`config.mk`:
```
export PLATFORM = sky130hd
export DESIGN_NAME = sal_cmd_arbiter
export DESIGN_NICKNAME = d
export VERILOG_FILES = /design/src/rtl/sal_ddr_pkg.sv /design/src/rtl/sal_rr_picker.sv /design/src/rtl/sal_cmd_arbiter.sv
export SDC_FILE = /design/constraint.sdc
export NUM_CORES = 1
export LEC_CHECK = 0
export BUFFER_PORTS_ARGS = -buffer_cell sky130_fd_sc_hd__buf_2
export CELL_PAD_IN_SITES_DETAIL_PLACEMENT = 1
export CELL_PAD_IN_SITES_GLOBAL_PLACEMENT = 2
export CORE_ASPECT_RATIO = 0.8
export CORE_MARGIN = 8
export CORE_UTILIZATION = 34
export CTS_BUF_LIST = sky130_fd_sc_hd__clkbuf_8
export DETAILED_ROUTE_END_ITERATION = 8
export PLACE_DENSITY_LB_ADDON = 0.1
export SLEW_MARGIN = 40
export SYNTH_ARGS = -nofsm -noshare
export SYNTH_HDL_FRONTEND = slang
export SYNTH_SLANG_ARGS = --single-unit
```
`constraint.sdc`:
```
create_clock -name clk -period 6.72 [get_ports clk]
set_input_delay 0.336 -clock clk [delete_from_list [all_inputs] [get_ports clk]]
set_output_delay 0.336 -clock clk [all_outputs]
set_load 0.005 [all_outputs]
```
`src/rtl/sal_ddr_pkg.sv`:
```
// Shared DDR2 command definitions: command codes, pin encoding, default timings
// and the sizing helpers for the inter-bank timing counters.
package sal_ddr_pkg;

  typedef enum logic [1:0] {
    CMD_ACT = 2'b00,
    CMD_RD  = 2'b01,
    CMD_WR  = 2'b10,
    CMD_PRE = 2'b11
  } cmd_e;

  typedef struct packed {
    logic ras_n;
    logic cas_n;
    logic we_n;
  } ddr_pins_t;

  localparam int DEF_T_RRD   = 2;
  localparam int DEF_T_CCD   = 2;
  localparam int DEF_T_WR2RD = 6;
  localparam int DEF_T_RD2WR = 4;

  localparam ddr_pins_t PINS_NOP = '{ras_n: 1'b1, cas_n: 1'b1, we_n: 1'b1};

  function automatic ddr_pins_t cmd_pins(input cmd_e cmd);
    ddr_pins_t p;
    p = PINS_NOP;
    case (cmd)
      CMD_ACT: p = '{ras_n: 1'b0, cas_n: 1'b1, we_n: 1'b1};
      CMD_RD:  p = '{ras_n: 1'b1, cas_n: 1'b0, we_n: 1'b1};
      CMD_WR:  p = '{ras_n: 1'b1, cas_n: 1'b0, we_n: 1'b0};
      CMD_PRE: p = '{ras_n: 1'b0, cas_n: 1'b1, we_n: 1'b0};
      default: p = PINS_NOP;
    endcase
    return p;
  endfunction

  // A counter for timing t holds at most t-1; keep at least one bit.
  function automatic int cnt_w(input int t);
    return (t <= 2) ? 1 : $clog2(t);
  endfunction

  function automatic int cnt_ld(input int t);
    return (t > 1) ? t - 1 : 0;
  endfunction

endpackage

```
`src/rtl/sal_rr_picker.sv`:
```
// One-hot request picker: rotate the request vector by the pointer, take the
// lowest set bit, and rotate the index back. Fixed mode uses a zero pointer.
module sal_rr_picker #(
  parameter int N  = 4,
  parameter int PW = (N > 1) ? $clog2(N) : 1
) (
  input  logic [N-1:0]  req,
  input  logic [PW-1:0] ptr,
  input  logic          rr_mode,
  output logic [N-1:0]  grant,
  output logic [PW-1:0] grant_idx,
  output logic          grant_any
);

  logic [PW-1:0]  base;
  logic [2*N-1:0] dbl;
  logic [N-1:0]   rot;
  logic [PW-1:0]  off;
  logic [PW:0]    sum;
  logic           found;

  always_comb begin
    base      = rr_mode ? ptr : '0;
    dbl       = {req, req} >> base;
    rot       = dbl[N-1:0];
    off       = '0;
    found     = 1'b0;
    grant     = '0;
    for (int k = 0; k < N; k++) begin
      if (!found && rot[k]) begin
        found = 1'b1;
        off   = PW'(k);
      end
    end
    sum = {1'b0, base} + {1'b0, off};
    if (sum >= (PW+1)'(N))
      sum = sum - (PW+1)'(N);
    grant_idx = sum[PW-1:0];
    grant_any = found;
    if (found)
      grant[grant_idx] = 1'b1;
  end

endmodule

```
`src/rtl/sal_cmd_arbiter.sv`:
```
// DRAM command arbiter: picks one timing-legal command per cycle from the bank
// channels and drives a registered DDR2 command bus one cycle later.
module sal_cmd_arbiter
  import sal_ddr_pkg::*;
#(
  parameter int BK_CNT    = 4,
  parameter int BA_W      = 2,
  parameter int ADDR_W    = 14,
  parameter int T_RRD     = DEF_T_RRD,
  parameter int T_CCD     = DEF_T_CCD,
  parameter int T_WR2RD   = DEF_T_WR2RD,
  parameter int T_RD2WR   = DEF_T_RD2WR,
  parameter int CAS_FIRST = 1
) (
  input  logic                     clk,
  input  logic                     rst,
  input  logic                     cfg_rr_mode,
  input  logic [BK_CNT-1:0]        req_valid,
  input  logic [2*BK_CNT-1:0]      req_cmd,
  input  logic [BA_W*BK_CNT-1:0]   req_ba,
  input  logic [ADDR_W*BK_CNT-1:0] req_addr,
  output logic [BK_CNT-1:0]        req_ready,
  output logic                     dfi_cs_n,
  output logic                     dfi_ras_n,
  output logic                     dfi_cas_n,
  output logic                     dfi_we_n,
  output logic [BA_W-1:0]          dfi_ba,
  output logic [ADDR_W-1:0]        dfi_addr
);

  localparam int PW      = $clog2(BK_CNT);
  localparam int RRD_W   = cnt_w(T_RRD);
  localparam int CCD_W   = cnt_w(T_CCD);
  localparam int WR2RD_W = cnt_w(T_WR2RD);
  localparam int RD2WR_W = cnt_w(T_RD2WR);

  localparam logic [RRD_W-1:0]   RRD_LD   = RRD_W'(cnt_ld(T_RRD));
  localparam logic [CCD_W-1:0]   CCD_LD   = CCD_W'(cnt_ld(T_CCD));
  localparam logic [WR2RD_W-1:0] WR2RD_LD = WR2RD_W'(cnt_ld(T_WR2RD));
  localparam logic [RD2WR_W-1:0] RD2WR_LD = RD2WR_W'(cnt_ld(T_RD2WR));

  logic [RRD_W-1:0]   rrd_cnt;
  logic [CCD_W-1:0]   ccd_cnt;
  logic [WR2RD_W-1:0] wr2rd_cnt;
  logic [RD2WR_W-1:0] rd2wr_cnt;
  logic [PW-1:0]      rr_ptr;

  logic rrd_ok, rd_ok, wr_ok;
  assign rrd_ok = (rrd_cnt == '0);
  assign rd_ok  = (ccd_cnt == '0) && (wr2rd_cnt == '0);
  assign wr_ok  = (ccd_cnt == '0) && (rd2wr_cnt == '0);

  cmd_e              ch_cmd  [BK_CNT];
  logic [BA_W-1:0]   ch_ba   [BK_CNT];
  logic [ADDR_W-1:0] ch_addr [BK_CNT];
  logic [BK_CNT-1:0] elig, cas_elig, cand, grant;

  for (genvar gi = 0; gi < BK_CNT; gi++) begin : g_ch
    assign ch_cmd[gi]   = cmd_e'(req_cmd[2*gi +: 2]);
    assign ch_ba[gi]    = req_ba[BA_W*gi +: BA_W];
    assign ch_addr[gi]  = req_addr[ADDR_W*gi +: ADDR_W];
    assign elig[gi]     = req_valid[gi] &&
                          ((ch_cmd[gi] == CMD_ACT) ? rrd_ok :
                           (ch_cmd[gi] == CMD_RD)  ? rd_ok  :
                           (ch_cmd[gi] == CMD_WR)  ? wr_ok  : 1'b1);
    assign cas_elig[gi] = elig[gi] && (ch_cmd[gi] == CMD_RD || ch_cmd[gi] == CMD_WR);
  end

  assign cand = ((CAS_FIRST != 0) && (|cas_elig)) ? cas_elig : elig;

  logic [PW-1:0] grant_idx;
  logic          grant_any;

  sal_rr_picker #(.N(BK_CNT), .PW(PW)) u_picker (
    .req       (cand),
    .ptr       (rr_ptr),
    .rr_mode   (cfg_rr_mode),
    .grant     (grant),
    .grant_idx (grant_idx),
    .grant_any (grant_any)
  );

  // The grant must vanish while reset is held, not just after the next edge.
  assign req_ready = rst ? '0 : grant;

  cmd_e sel_cmd;
  assign sel_cmd = ch_cmd[grant_idx];

  always_ff @(posedge clk or posedge rst) begin
    if (rst) begin
      rrd_cnt   <= '0;
      ccd_cnt   <= '0;
      wr2rd_cnt <= '0;
      rd2wr_cnt <= '0;
      rr_ptr    <= '0;
    end else begin
      if (grant_any && sel_cmd == CMD_ACT)      rrd_cnt <= RRD_LD;
      else if (rrd_cnt != '0)                   rrd_cnt <= rrd_cnt - RRD_W'(1);

      if (grant_any && (sel_cmd == CMD_RD || sel_cmd == CMD_WR)) ccd_cnt <= CCD_LD;
      else if (ccd_cnt != '0)                   ccd_cnt <= ccd_cnt - CCD_W'(1);

      if (grant_any && sel_cmd == CMD_WR)       wr2rd_cnt <= WR2RD_LD;
      else if (wr2rd_cnt != '0)                 wr2rd_cnt <= wr2rd_cnt - WR2RD_W'(1);

      if (grant_any && sel_cmd == CMD_RD)       rd2wr_cnt <= RD2WR_LD;
      else if (rd2wr_cnt != '0)                 rd2wr_cnt <= rd2wr_cnt - RD2WR_W'(1);

      if (grant_any && cfg_rr_mode)
        rr_ptr <= (grant_idx == PW'(BK_CNT-1)) ? '0 : grant_idx + PW'(1);
    end
  end

  ddr_pins_t sel_pins;
  assign sel_pins = cmd_pins(sel_cmd);

  always_ff @(posedge clk or posedge rst) begin
    if (rst) begin
      dfi_cs_n  <= 1'b1;
      dfi_ras_n <= 1'b1;
      dfi_cas_n <= 1'b1;
      dfi_we_n  <= 1'b1;
      dfi_ba    <= '0;
      dfi_addr  <= '0;
    end else if (grant_any) begin
      dfi_cs_n  <= 1'b0;
      dfi_ras_n <= sel_pins.ras_n;
      dfi_cas_n <= sel_pins.cas_n;
      dfi_we_n  <= sel_pins.we_n;
      dfi_ba    <= ch_ba[grant_idx];
      dfi_addr  <= ch_addr[grant_idx];
    end else begin
      // Deselect; ba/addr keep their last values.
      dfi_cs_n  <= 1'b1;
      dfi_ras_n <= 1'b1;
      dfi_cas_n <= 1'b1;
      dfi_we_n  <= 1'b1;
    end
  end

endmodule

```
==> impl_summary.md, run 1 <==
Setup path
The largest stage delay on the critical path is 0.43 ns. The critical path goes through inv_1, ha_1, or3b_4, a221o_1, a21oi_2, a41o_1, nand2b_1, a21oi_1, o21ai_0, o21ai_0, ha_2, or2_2, mux2_4, nand2_2, inv_1, ha_1, and3_1, buf_2. The nature of the critical path startpoint is a register. On the critical path the largest part of the delay comes from simple AND/OR/NAND/NOR gates.

The worst setup path is of the register to primary output kind. The critical path startpoint is wr2rd_cnt[0]. Along the worst path, the maximum fanout reaches 16.

The worst endpoint data arrival time is 4.52 ns. Together, buffers and inverters on the worst path number 3. The required time of the critical path is 6.38 ns. STA classifies the critical path endpoint as a primary output.

Among all stages on the critical path, the largest delay is contributed by or3b_4. The start of the worst register-to-register path is wr2rd_cnt[0].

Detailed routing
Once detail routing completed, the nets flagged for antenna violations numbered 0. Across all layers, the routed design uses 2,580 vias. The first-pass iteration count of the detailed router is 4. The routed length per instance is 18.2 µm. The post-route DRC violation count is 0. For this block, the initial DRC count from the detailed router was 83. Dividing the detail-routed via count by the number of cells gives 5.14. The detailed-route wire length is 9110 µm.

Clocking
The number of CTS-inserted buffers is 5. After clock tree synthesis, the flow added hold-fix buffers numbering 0. The H-tree was split into 2 levels. After clock tree synthesis, the clock-pin slew on the worst setup and hold paths is 0.07 ns. The clock drives 29 sinks.

The setup fix buffers added after clock tree synthesis is 0. The clock latency reported for the late side of the worst-skew pair is 0.27 ns. The maximum clock insertion buffer count is 2.

TritonCTS built the clock tree. After clock tree synthesis, the repair step resized 0 gates. The clock root buffer is clkbuf_8.

Place
At the end of routability-driven placement, the weighted congestion stood at 0.785. The minimum setup slack after placement is 2.00 ns. The sum of net half-perimeters after detailed placement is 7400 µm. The number of input and output port buffers inserted is 102.

Floorplan
The initial utilization of the core area, before any placement, comes to 34.7%. The floorplan step set the die height to 99.0 µm. Row generation in the floorplan step produced 30 rows. The die covers 0.0119 mm². The I/O pin total is 103. The horizontal die dimension is 120 µm. The core area is 0.00845 mm².

Cells and area
The final antenna diode count is 0. The proportion of layout cells with a drive suffix above 1 is 45.9%. For this run, the share of the core covered by cells in the final layout is 43.7%. The count of fill cells added during filler insertion is 1,000. Compared with the post-synthesis result, the final layout area differs by 26.0%. The net count of the finished layout is 492.

Global route
The initial antenna violation count is 0. Global routing consumed, over all layers together, 15.6% of the routing resources. The global-route wire length before repair is 15,000 µm.

The maximum number of pins on one net before global-route repair is 52. The remaining global-route overflow is 0. The via count of the first global-routing pass is 2,809.

STA
The setup violation total in the final timing report is 0. Setup repair after global routing left no endpoint under its margin. Across all setup checks in the final design, the least slack found is 1.86 ns.

The time the worst path needs with I/O delays and setup is 4.86 ns. The max-slew violation total from the final report is 0. Headroom to the max-slew limit came out at 52.2%. The share of the clock period used by the worst path is 72.3%. For the pin with the worst max-slew slack, the measured transition is 0.717 ns. The setup skew after layout is 0.00285 ns. For this run, the top clock speed supported by timing is 0.206 GHz.

The setup total negative slack is 0 ns. The number of hold-slack violations in the final timing report is 0.

Power and ir drop
The cell internal power dissipation is 0.000881 W. The worst voltage drop across the vdd grid is 0.206 mV. The share of power burned in registers is 20.8%. In this run, the combinational gates consume 67.1% of the power. The net switching component of the power is 0.000675 W. The power density over cell area is 421 mW/mm².

The clock share of power is 12.1%. The proportion of total power due to net switching is 43.4%. Summed over all cells, the static leakage comes to 1.69 nW.

Synthesis
The area of the mapped netlist is 0.00293 mm². The number of instances in the synthesized netlist is 288. The unique cell type count in the Yosys netlist is 60.

The synthesis warning total is 0. In this run, synthesis inferred 0 flip-flops with an integrated enable. Counting every net in the synthesized netlist gives 391. Sequential elements use 24.9% of the synthesized area.

The mean cell area of the mapped netlist is 10.2 µm². Among all flip-flop cells after synthesis, the most frequent one is dfrtp_1. Counting flops and latches in the post-synthesis netlist gives 29. The share of synthesized registers carrying an async set or reset is 100%.

Hold path
The path class of the tightest hold or removal check is primary input to asynchronous set/reset pin.

Run
The max-capacitance violation count is 0.

Run status
The flow ran to the end, and the final reports show no timing, DRC or antenna violations.
[power groups by stage]
stage | logic, W | clock network (W) | registers [W]
after floorplan | 0.000772 | 0 | 0.000327
after global placement | 0.00102 | 0 | 0.000327
final | 0.00104 | 0.000188 | 0.000324
after CTS | 0.00106 | 0.000196 | 0.000325
after global routing | 0.00117 | 0.000203 | 0.000338
after detailed placement | 0.00106 | 0 | 0.000328
[per-layer routing]
layer  up-vias  wire length (µm)  share of wire [%]  GRT usage, %
met5         -                 0                  0             0
met4         0                37               0.41          2.39
met3         2               387                4.2          3.43
met2        52              4300                 47          25.4
met1      1249              4390                 48          20.9
li1       1277                 -                  -             -
[cell families (layout without fill, tap and decap cells)]
family	after synthesis	after routing	share of synthesized area [%]
multiplexers	28	28	13.2
AO/OA/AOI/OAI	79	79	29.5
XOR/XNOR	2	2	0.598
AND/OR/NAND/NOR	95	95	17.0
flip-flops	29	29	24.9
adder cells (fa/ha/maj)	24	24	10.2
buffers and inverters	31	133	4.61
[sequential cells by signal (all words and copies together) (netlist names)]
name and cells:
dfi_addr 14, wr2rd_cnt 3, rr_ptr 2, dfi_cas_n 1, dfi_cs_n 1, dfi_ras_n 1
ccd_cnt 1, rd2wr_cnt 2, dfi_we_n 1, rrd_cnt 1, dfi_ba 2
[layout make-up]
class,count,area [µm²],share of cell area (%)
sequential,29,731,19.8
clock buffer,6,82.6,2.24
clock inverter,2,33.8,0.915
inverter,18,67.6,1.83
multi-input combinational,228,2080,56.2
timing repair buffer,107,563,15.2
tap,112,140,3.79
[stage by stage]
stage	hold slack [ns]	instances	instance area [µm²]	total power (W)
2_1_floorplan	0.432	288	2930	0.00110
3_3_place_gp	0.444	492	3550	0.00135
3_5_place_dp	0.447	494	3580	0.00139
4_1_cts	0.148	502	3690	0.00158
5_1_grt	0.178	502	3690	0.00171
6_report	0.139	502	3690	0.00156
[worst paths after layout]
path | end | slack (ns) | depth (start not counted)
hold / removal | dfi_addr[8] | 0.14 | 3
max in group asynchronous | dfi_cs_n | 6.26 | 3
setup / recovery | req_ready[1] | 1.86 | 18
min in group clk | rr_ptr[0] | 0.42 | 3
hold reg to reg | dfi_addr[0] | 0.48 | 2
setup reg to reg | dfi_ras_n | 1.99 | 17
[cells in the mapped netlist (5+ instances only)]
| cell | n | share of area, % |
|---|---|---|
| mux2_2 | 18 | 6.9 |
| mux4_2 | 5 | 3.8 |
| a21oi_1 | 18 | 3.1 |
| clkbuf_1 | 8 | 1.0 |
| o31ai_1 | 7 | 1.8 |
| a2111oi_0 | 6 | 1.8 |
| nor2b_1 | 20 | 4.3 |
| dfrtp_1 | 25 | 21 |
| ha_1 | 24 | 10 |
| o31ai_2 | 9 | 3.8 |
| nand2b_1 | 6 | 1.3 |
| nor2_1 | 9 | 1.2 |
| inv_1 | 16 | 2.0 |
| a2111oi_4 | 9 | 8.5 |
| nand2_1 | 34 | 4.4 |
[worst reg2reg max path: stages (launching register included)]
cell	delay, ns
dfrtp_1	0.39
inv_1	0.08
ha_1	0.18
or3b_4	0.43
a221o_1	0.42
a21oi_2	0.28
a41o_1	0.23
nand2b_1	0.16
a21oi_1	0.07
o21ai_0	0.15
o21ai_0	0.11
ha_2	0.20
or2_2	0.33
mux2_4	0.37
nand2_2	0.25
mux4_2	0.39
ha_1	0.32
or2_2	0.30
[cells in the final DEF (no fill, tap or decap), types with 6 or more instances in the layout]
master	n
a2111oi_0	6
ha_1	23
nand2_1	34
clkbuf_8	6
inv_1	17
a2111oi_4	9
nor2b_1	20
nor2_1	9
o31ai_2	9
dfrtp_1	25
nand2b_1	6
a21oi_1	18
buf_2	102
o31ai_1	7
mux2_2	18
(Power assumes the default switching activity.)
==> run 2: changes to the inputs <==
- CORE_UTILIZATION: 34 -> 28
- clock period: 6.72 -> 4.3 ns (I/O delays scaled with it)
==> run 2 against run 1 <==
Effect of this change:
- the flow now finishes with violations (negative hold slack)
- clock power increased by 26%
- largest cell class unchanged
- wire length increased by 7.9%
- sequential power increased by 57%
- non-clock buffer count increased by 32
- global-route usage decreased by 1.3 points
- combinational power increased by 83%
- sequential share of layout area decreased by 2.0 points
==> impl_summary.md, run 2 (same netlist as run 1, synthesis figures left out) <==
STA
The number of hold-slack violations in the final timing report is 3 (+3). The setup violation total in the final timing report is 0 (unchanged). The actual transition at the worst max-transition pin came to 0.621 ns (-0.0959 ns). Setup repair after global routing could not meet its margin everywhere. After layout, the worst path uses 99.5% of the clock period. The setup skew after layout came to 0.00763 ns (+0.00478 ns). The time the worst path needs with I/O delays and setup is 4.28 ns.

The smallest hold slack is -0.00853 ns (-0.148 ns). The worst slew margin relative to its limit was 58.5% (+6.4 points). The setup total negative slack is 0 ns (unchanged).

The max-slew violation total from the final report was 0 (unchanged). The highest attainable clock frequency is 0.234 GHz.

Power and ir drop
The share of power burned in registers is 19.2% (-1.6 points). The worst voltage drop across the vdd grid was 0.214 mV (+4.0%). The proportion of total power due to net switching is 43.0% (-0.41 points). The static power due to leakage was 1.86 nW (+10%).

The power density over cell area was 644 mW/mm² (+53%). The net switching component of the power is 0.00114 W (+69%). The cell internal power dissipation is 0.00151 W (+72%). The clock share of power came to 8.9% (-3.2 points). The power share of the combinational group is 71.8% (+4.7 points).

Setup path
The largest stage delay on the critical path is 0.46 ns (+0.03 ns). The critical-path cell with the highest stage delay is a221o_1. The worst reg-to-reg path cell count came to 18 (+1). The start of the worst register-to-register path is wr2rd_cnt[0]. The endpoint identified for the worst register-to-register timing path is dfi_ras_n. The worst endpoint data arrival time is 4.49 ns (-0.03 ns). The capturing element type of the critical path is a register.

The biggest fanout along the worst timing path came to 6 (-10). The buffer and inverter count on the worst path came to 3 (unchanged). Tracing the worst setup path back leads to its startpoint at wr2rd_cnt[0].

The worst setup path is of the register to register kind. Broken down by cell family, the worst path's largest delay share belongs to compound AO/OA/AOI/OAI gates. Walking the worst path, the cells encountered are inv_2, ha_4, or3b_4, a221o_1, a21oi_4, buf_4, o41ai_4, a22o_1, a21bo_2, o21ai_2, ha_2, or2_4, mux2_4, nand2_4, buf_6, mux4_2, ha_1, or2_2.

The worst setup path is launched from a register. In this run the worst setup path terminates at dfi_ras_n. The required time of the critical path was 4.51 ns (-1.87 ns). The number of stages on the worst setup path is 18 (unchanged).

The reg-to-reg setup timing slack is 0.02 ns (-1.97 ns).

Run status
The run finished, with violations left. The checks that failed: negative hold slack.

Cells and area
The area added between synthesis and finish is 40.4%. The largest registers in the layout are dfi_addr (14), wr2rd_cnt (3). The flip-flop count of the largest register after layout is 14 (unchanged). The top cell types in the final layout, fill and taps aside, are 102 x buf_2, 32 x buf_4, 31 x nand2_1, 25 x dfrtp_1, 20 x nor2b_1. The count of non-filler cells in the finished layout is 562 (+12%). The post-layout net count came to 524 (+6.5%). The count of fill cells added during filler insertion is 1,215 (+22%).

The proportion of layout cells with a drive suffix above 1 is 55.0% (+9.1 points). The largest register by flop count is dfi_addr. The final antenna diode count is 0 (unchanged). The most common cell after layout, fill and taps aside is buf_2.

Global route
The maximum number of pins on one net before global-route repair came to 52 (unchanged). The remaining global-route overflow is 0 (unchanged). The global-route wire length before repair is 15,900 µm (+5.5%). The aggregate global-route resource usage is 14.3% (-1.3 points). The initial antenna violation count is 0 (unchanged). The via count of the first global-routing pass came to 3,006 (+7.0%).

Detailed routing
The first-pass iteration count of the detailed router is 4 (unchanged). The number of DRC markers in iteration 0 is 86 (+3.6%). The number of nets with antenna violations after routing is 0 (unchanged). The post-route DRC violation count is 0 (unchanged).

The overall via count from detail_route is 2,726 (+5.7%). The post-detailed-route via-to-cell ratio came to 4.85 (-5.6%). The routed length per instance came to 17.5 µm (-3.6%). The detailed-route wire length is 9830 µm (+7.9%).

Hold path
The min-delay analysis places its worst path in the category primary input to asynchronous set/reset pin.

Place
The number of cells in the design after placement is 544 (+10%). The sum of net half-perimeters after detailed placement is 7850 µm (+6.2%). The number of input and output port buffers inserted is 102 (unchanged). The routability-driven placement congestion ratio is 0.872 (+11%).

Run
The max-capacitance violation count came to 0 (unchanged).

Clocking
The number of CTS-inserted buffers is 5 (unchanged). TritonCTS built the clock tree. The number of hold buffers added after CTS is 0 (unchanged). The maximum clock insertion buffer count is 2 (unchanged). The clock-pin slew reported for the worst setup and hold paths after clock tree synthesis is 0.07 ns (about the same).

The number of H-tree branching levels is 2 (unchanged). The cell sitting at the root of the clock tree is a clkbuf_8. The sink count of the clock tree was 29 (unchanged). The clock latency reported for the late side of the worst-skew pair is 0.29 ns (+0.02 ns).

Floorplan
The starting density of the core is 28.6% (-6.1 points). The overall die height is 108 µm (+8.5%). The number of core rows is 33 (+10%). The die footprint is 0.0140 mm² (+18%). The core area is 0.0102 mm² (+21%).

The horizontal die dimension was 130 µm (+8.8%). The I/O pin total is 103 (unchanged).
-- run 2: changes by cell type in the layout (fill, tap and decap cells not counted), sizes merged --
cell    change
bufinv      -1
buf        +31
inv         +1
clkbuf      +1
-- run 2: worst min path at each step --
| stage | start | to | slack, ns | cells after the start |
|---|---|---|---|---|
| floorplan | rst | ccd_cnt | 0.31 | 1 |
| global placement | rst | dfi_addr[8] | 0.31 | 2 |
| detailed placement | rst | dfi_addr[8] | 0.33 | 2 |
| CTS | rst | dfi_addr[8] | 0.002 | 2 |
| global route | rst | dfi_addr[8] | 0.05 | 2 |
| finish | rst | dfi_addr[8] | -0.009 | 2 |
-- run 2: metal layers --
layer / routed length, µm / vias up / GRT usage, %
met5: 0 / - / 0
met4: 48 / 0 / 2.29
met3: 573 / 6 / 4.21
met2: 4660 / 56 / 22.9
met1: 4550 / 1319 / 18.9
li1: - / 1345 / -
-- run 2: layout make-up --
cell class / count / area, µm² / share of cell area, %
flip-flops and latches: 29 / 731 / 17.8
well taps: 140 / 175 / 4.26
repair buffers: 139 / 827 / 20.1
clock inverters: 2 / 7.51 / 0.182
clock buffers: 6 / 82.6 / 2.01
inverters: 18 / 67.6 / 1.64
multi-input cells: 228 / 2220 / 54.0
-- run 2: power by group through the flow --
stage          sequential [W]  clock, W  combinational (W)
2_1_floorplan        0.000511         0            0.00121
4_1_cts              0.000507  0.000252            0.00181
3_5_place_dp         0.000511         0            0.00175
6_report             0.000510  0.000237            0.00190
3_3_place_gp         0.000506         0            0.00174
5_1_grt              0.000528  0.000265            0.00211
-- run 2: repair_timing --
action                                  4_1_cts  5_1_grt
resized for setup                            14       24
endpoints found under the setup margin       11       15
pin swaps                                     7       11
setup buffers                                 3        7
-- run 2: stage by stage --
step / cell area [µm²] / power [W] / hold slack (ns) / worst slack (ns) / utilization, %
after global placement: 3790 / 0.00224 / 0.315 / -0.00926 / 37.0
after global routing: 4110 / 0.00290 / 0.0510 / -0.172 / 40.2
after floorplan: 2930 / 0.00172 / 0.311 / 0.0722 / -
after detailed placement: 3790 / 0.00226 / 0.333 / -0.0939 / 37.0
after CTS: 3960 / 0.00257 / 0.00205 / 0.0123 / 38.6
final: 4110 / 0.00265 / -0.00853 / 0.0207 / 40.2
